File: src/rtl/reg_write_arbiter.sv
// Round-robin write arbiter for the 32-entry register file: CPU single writes vs DMA bursts.
// Optional build macro REG_WRITE_ARBITER_R0_PROTECT_EN makes register 0 read-only and adds r0_viol.
module reg_write_arbiter #(
  parameter int ADDR_W    = 5,
  parameter int DATA_W    = 32,
  parameter int NREG      = 32,
  parameter int MAX_BURST = 8
) (
  input  logic              clk,
  input  logic              rst_n,
  input  logic              cpu_req,
  input  logic [ADDR_W-1:0] cpu_addr,
  input  logic [DATA_W-1:0] cpu_data,
  output logic              cpu_ack,
  input  logic              dma_req,
  input  logic [ADDR_W-1:0] dma_base,
  input  logic [3:0]        dma_len,
  input  logic              dma_valid,
  input  logic [DATA_W-1:0] dma_data,
  output logic              dma_rdy,
  output logic              dma_done,
  output logic [NREG-1:0]   wr_en,
  output logic [ADDR_W-1:0] wr_addr,
  output logic [DATA_W-1:0] wr_data,
  output logic              busy
`ifdef REG_WRITE_ARBITER_R0_PROTECT_EN
  ,
  output logic              r0_viol
`endif
);

  typedef enum logic [1:0] {IDLE, CPU_WR, DMA_BURST} state_t;
  typedef enum logic {GRANT_CPU, GRANT_DMA} grant_t;

  state_t              state_reg;
  grant_t              last_grant_reg;
  logic [ADDR_W-1:0]   addr_ptr_reg;
  logic [3:0]          beats_left_reg;

  logic [NREG-1:0]     cpu_onehot;
  logic [NREG-1:0]     ptr_onehot;
  logic                cpu_blocked;
  logic                ptr_blocked;
  logic [3:0]          eff_len;
  logic                grant_cpu;
  logic                grant_dma;

  genvar gi;
  generate
    for (gi = 0; gi < NREG; gi++) begin : g_decode
      assign cpu_onehot[gi] = (cpu_addr == ADDR_W'(gi));
      assign ptr_onehot[gi] = (addr_ptr_reg == ADDR_W'(gi));
    end
  endgenerate

`ifdef REG_WRITE_ARBITER_R0_PROTECT_EN
  assign cpu_blocked = (cpu_addr == '0);
  assign ptr_blocked = (addr_ptr_reg == '0);
`else
  assign cpu_blocked = 1'b0;
  assign ptr_blocked = 1'b0;
`endif

  // A zero-length request still moves one beat; long requests are cut so the CPU gets a turn.
  always_comb begin
    eff_len = dma_len;
    if (dma_len == 4'd0) begin
      eff_len = 4'd1;
    end else if (dma_len > 4'(MAX_BURST)) begin
      eff_len = 4'(MAX_BURST);
    end
  end

  // On a tie the requester that did not win last time gets the grant.
  assign grant_cpu = cpu_req && (!dma_req || last_grant_reg == GRANT_DMA);
  assign grant_dma = dma_req && (!cpu_req || last_grant_reg == GRANT_CPU);

  assign busy    = (state_reg != IDLE);
  assign dma_rdy = (state_reg == DMA_BURST);

  always_ff @(posedge clk or negedge rst_n) begin
    if (!rst_n) begin
      state_reg      <= IDLE;
      last_grant_reg <= GRANT_DMA;
      addr_ptr_reg   <= '0;
      beats_left_reg <= '0;
      wr_en          <= '0;
      wr_addr        <= '0;
      wr_data        <= '0;
      cpu_ack        <= 1'b0;
      dma_done       <= 1'b0;
`ifdef REG_WRITE_ARBITER_R0_PROTECT_EN
      r0_viol        <= 1'b0;
`endif
    end else begin
      wr_en    <= '0;
      wr_addr  <= '0;
      cpu_ack  <= 1'b0;
      dma_done <= 1'b0;
`ifdef REG_WRITE_ARBITER_R0_PROTECT_EN
      r0_viol  <= 1'b0;
`endif
      case (state_reg)
        IDLE: begin
          if (grant_cpu) begin
            state_reg      <= CPU_WR;
            last_grant_reg <= GRANT_CPU;
            wr_en          <= cpu_blocked ? '0 : cpu_onehot;
            wr_addr        <= cpu_addr;
            wr_data        <= cpu_data;
            cpu_ack        <= 1'b1;
`ifdef REG_WRITE_ARBITER_R0_PROTECT_EN
            r0_viol        <= cpu_blocked;
`endif
          end else if (grant_dma) begin
            state_reg      <= DMA_BURST;
            last_grant_reg <= GRANT_DMA;
            addr_ptr_reg   <= dma_base;
            beats_left_reg <= eff_len;
          end
        end
        CPU_WR: begin
          state_reg <= IDLE;
        end
        DMA_BURST: begin
          if (dma_valid) begin
            wr_en          <= ptr_blocked ? '0 : ptr_onehot;
            wr_addr        <= addr_ptr_reg;
            wr_data        <= dma_data;
            addr_ptr_reg   <= addr_ptr_reg + ADDR_W'(1);
            beats_left_reg <= beats_left_reg - 4'd1;
`ifdef REG_WRITE_ARBITER_R0_PROTECT_EN
            r0_viol        <= ptr_blocked;
`endif
            if (beats_left_reg == 4'd1) begin
              state_reg <= IDLE;
              dma_done  <= 1'b1;
            end
          end
        end
        default: begin
          state_reg <= IDLE;
        end
      endcase
    end
  end

endmodule

File: config.mk
export PLATFORM = sky130hd
export DESIGN_NAME = reg_write_arbiter
export DESIGN_NICKNAME = d
export VERILOG_FILES = /design/src/rtl/reg_write_arbiter.sv
export SDC_FILE = /design/constraint.sdc
export NUM_CORES = 1
export LEC_CHECK = 0
export CAP_MARGIN = 40
export CORE_MARGIN = 2
export CORE_UTILIZATION = 30
export DETAILED_ROUTE_END_ITERATION = 6
export DONT_BUFFER_PORTS = 1
export GPL_TIMING_DRIVEN = 0
export PLACE_DENSITY = 0.44
export SLEW_MARGIN = 25
export SYNTH_ARGS = -nofsm -noshare
export SYNTH_HDL_FRONTEND = slang
export SYNTH_SLANG_ARGS = --single-unit
File: constraint.sdc
create_clock -name clk -period 2.4 [get_ports clk]
set_clock_uncertainty 0.15 [all_clocks]
set_input_delay 0.48 -clock clk [delete_from_list [all_inputs] [get_ports clk]]
set_output_delay 0.48 -clock clk [all_outputs]
set_load 0.03 [all_outputs]
* Word-level counts from Yosys, hierarchy flattened *
Cells that the tools add are included.

word-level totals
  output and inout port bits = 73
  bits in registers = 83
  word-level logic and storage cells = 131
  input port bits = 83

cells by class
  muxes and demuxes = 31
  equal/unequal tests = 70
  reduce and logical (&&, ||, !) cells = 17
  $lt $le $gt $ge = 1
  bitwise logic cells = 1
  $add $sub $neg = 2

operators by type and width
  kind                                                                number
  5-bit == test, second input constant                                32
  32-bit 2-to-1 mux                                                   4
  32-bit case mux with 2 select lines                                 2
  5-bit by 4-bit == test with 1-bit output, second input constant     16
  5-bit by 3-bit == test with 1-bit output, second input constant     8
  5-bit 2-to-1 mux                                                    5
  5-bit by 2-bit == test with 1-bit output, second input constant     4
  4-bit 2-to-1 mux                                                    5
  5-bit case mux with 2 select lines                                  2
  5-bit by 1-bit == test with 1-bit output, second input constant     2
  5-bit zero test                                                     2
  2-bit 2-to-1 mux                                                    4
  2-bit inequality test, second input constant                        4
  4-bit case mux with 2 select lines                                  1
  1-bit 2-to-1 mux                                                    7
  3-bit AND reduction                                                 2
  2-bit nonzero test                                                  3
  5-bit by 1-bit adder with 5-bit output, second input constant       1
  4-bit by 1-bit == test with 1-bit output, second input constant     1
  4-bit greater-than comparator, second input constant                1
  4-bit zero test                                                     1
  2-bit case mux with 2 select lines                                  1
  4-bit AND reduction                                                 1
  4-bit by 1-bit subtractor with 4-bit output, second input constant  1
  other kinds (9)                                                     12

* Longest topological paths before layout *
  depth after elaboration = 6
  gate-level depth with buffers = 5
  gate-level depth less buffers = 5

* Worst setup path after synthesis *
Ideal clock, no wire load.

  kind = flip-flop to flip-flop
  start = register addr_ptr_reg[0]
  end = register addr_ptr_reg[4]
  path slack = 0.727 ns
  stages on the path, launching flop included = 6
  arrival = 1.441 ns
  clock period less this slack = 1.673 ns
  buffers on the path = 0
  required time = 2.168 ns
  library setup time = 0.082 ns
  path through = dfrtp_1 > ha_1 > and3_1 > ha_1 > a32o_1 > a31oi_1

on the way
  word-level cells in the longest chain between the ends = 3

ends and longest elaborated chain
  what                                    line  source
  start: declaration                      37    logic [ADDR_W-1:0] addr_ptr_reg;
  start signal: assignment                118   addr_ptr_reg <= dma_base;
  start signal: assignment                130   addr_ptr_reg <= addr_ptr_reg + ADDR_W'(1);
  5-bit by 1-bit adder with 5-bit output  130
  5-bit 2-to-1 mux                        126   if (dma_valid) begin
  5-bit case mux with 2 select lines      103   case (state_reg)

Every way passes these cells. The select of a mux whose other input is x is not followed.
A chain may end at the register's enable or synchronous reset.

* Worst setup path in the final report *
  start = register state_reg[0]
  end = output busy

on the way
  word-level cells in the longest chain between the ends = 1

ends and longest elaborated chain
  what                      line  source
  start: declaration        35    state_t state_reg;
  start signal: assignment  83    state_reg <= IDLE;
  start signal: assignment  106   state_reg <= CPU_WR;
  start signal: assignment  116   state_reg <= DMA_BURST;
  2-bit nonzero test        78    assign busy = (state_reg != IDLE);
  end: declaration          25    output logic busy

Every way passes these cells.

==> reports/metrics.cfg <==
[status]
status=finished, violations left
violations=hold timing

[layout]
top_regs=wr_data x32, wr_en x32
num-nets-final=423
final_cell_area_um2=4350
layout-drive-gt1-share_pct=12.5
layout_common_cells=dfrtp_1 (82), nand2b_1 (40), o22ai_1 (30), o221a_1 (30), nand2_1 (14)
syn_to_final_growth_pct=13.9
layout.cells.most_common=dfrtp_1
final_cell_count_no_fill=508
n_antenna_cell=0

[timing]
period_needed_ns=1.98
rsz0062_at_grt=no
period_share_pct=82.6
setup_tns_ns=0
holdWs_ns=-0.318
worstMarginPinSlew_ns=0.738
fmax_mhz=504
setup_viol=0
slew_headroom_pct=50.4
slew_viol_final=0
hold_violations=83

[power_and_ir_drop]
powerDensity_nw_per_um2=1380
p_int_w=0.00350
vdd_drop_max_mv=0.412
clkPwrFrac_pct=24.5
p_leak_nw=1.78
combPwrFrac_pct=27.9
p_seq_share_pct=47.6
p_total_w=0.00601
p_sw_share_pct=41.9
switching_power_w=0.00252

[synthesis]
synthCells=321
avgSynthCellArea_um2=11.9
synth_flop_cell=dfrtp_1
synth-edff-count=0
synth_nets=412
async_reset_ff_share_pct=100
yosysWarnings=0
seq_area_frac_synth_pct=54.4
synth-seq-cells=83
synth_cell_types=47
syn-cell-area_um2=3820

[placement]
gp_congestion=0.746
dpl.cell_count=493
place_area_um2=4030
port_buffers=0
hpwl_um=7590

[critical_path]
r2r_setup_slack_ns=0.55
critical_path_class=reg -> out
critical_path.max_stage_delay_ns=0.42
cp-start-kind=flop
critPathMaxFanout=10
worst_ep_arrival_time_ns=1.35
cp-end-kind=output port
cp.required_ns=1.77
slowest_stage=dfrtp_1
worstPathCellList=nor2_1, buf_4, inv_1

[grt]
grt_pass1_vias=2638
grt_max_degree=84
grt_usage_pct=15.3
grt_pass1_wl_um=15500
grt_antenna_before_repair=0
grt.overflow.total=0

[clocking]
cts.sinks=83
path_clk_slew_ns=0.06
cts_buffers=9
clockBufferDepth=2
cts-resized-gates=0
htree_levels=3
clk_latency_ns=0.34
cts_tree=yes
clockRootBuffer=clkbuf_16

[drt]
drt_iter0_drc=176
vias_per_cell=5.37
vias=2730
drc=0
routedWlPerCell_um=20.7
first_pass_iters=4
wirelength_um=10500
drtAntennaViolNets=0

[flow_run]
drv_cap=0

[floorplanning]
die_x_um=117
die_area_um2=13600
coreArea_um2=12500
start_util_pct=30.5
io_pins=156
chipHeight_um=117
rows=41

[hold_path]
hp-class=in -> async

==> kinds of logic after synthesis <==
logic type	count (synthesis)	share of synthesized area, %
compound gates	92	20.7
buf+inv	34	4.82
flops	83	54.4
simple gates	102	16.9
fa+ha+maj	8	2.62
mux	2	0.524
==> per-layer routing <==
layer	vias up	track usage (%)	part of all wire [%]
li1	1237	-	-
met1	1353	20.7	43
met2	131	22.1	46
met3	9	6.39	9.5
met4	0	5.18	1.1
met5	-	0	0
==> cell type report <==
cell class                 count  area, µm²
buffer                        24        146
clock buffer                   9        225
clock inverter                 6       91.3
fill                        1289       8170
inverter                      10       37.5
multi-input combinational    204       1560
sequential                    83       2080
tap                          172        215
==> timing repair <==
action,4_1_cts,5_1_grt
hold endpoints to repair,83,83
buffers inserted,0,0
setup endpoints to repair,0,0
==> synth_stat cells, types with 3 or more instances <==
master    number  share of area (%)
a22o_1         5                1.1
and3_1         3               0.49
and3b_1        3               0.69
buf_1          4               0.39
buf_2          6               0.79
buf_4          3               0.59
buf_6          5                1.5
clkbuf_1       6               0.59
dfrtp_1       82                 54
ha_1           8                2.6
inv_1         10               0.98
nand2_1       14                1.4
nand2b_1      40                6.6
nand3_1        3               0.39
nand3_2        3               0.79
nand4_1        9                1.5
nor2_1         5               0.49
nor2b_1        3               0.49
nor3b_1        4               0.79
o211ai_1       3               0.59
o21ai_0        6               0.79
o221a_1       30                8.8
o221a_2        3               0.88
o22ai_1       30                4.9
or3_1          3               0.49
==> metrics by stage <==
| step | hold WS [ns] | util [%] | worst slack (ns) |
|---|---|---|---|
| CTS | -0.336 | 34.7 | 0.398 |
| detailed placement | 0.0375 | 32.2 | 0.564 |
| floorplan | 0.0344 | - | 0.727 |
| finish | -0.318 | 34.7 | 0.417 |
| global route | -0.337 | 34.7 | 0.323 |
| global placement | 0.0403 | 32.2 | 0.563 |
==> power groups by stage <==
stage	combinational [W]	clock [W]	sequential, W
floorplan	0.00133	0	0.00277
global placement	0.00166	0	0.00290
detailed placement	0.00169	0	0.00289
CTS	0.00170	0.00152	0.00287
global route	0.00186	0.00159	0.00293
finish	0.00168	0.00147	0.00286
==> critical path, delay by kind of cell (launching register included) <==
kind                   cells  cell delay [ns]
buffers and inverters      2             0.38
flip-flops                 1             0.42
AND/OR/NAND/NOR            1             0.20
==> path summary, 6_finish.rpt <==
kind	start	end	cells after the start
max	state_reg[0]	busy	3
min	rst_n	addr_ptr_reg[0]	0
max reg2reg	addr_ptr_reg[0]	addr_ptr_reg[4]	5
min reg2reg	last_grant_reg	last_grant_reg	2
max in group asynchronous	rst_n	last_grant_reg	0
min in group clk	dma_len[2]	beats_left_reg[2]	2
(Power assumes the default switching activity.)
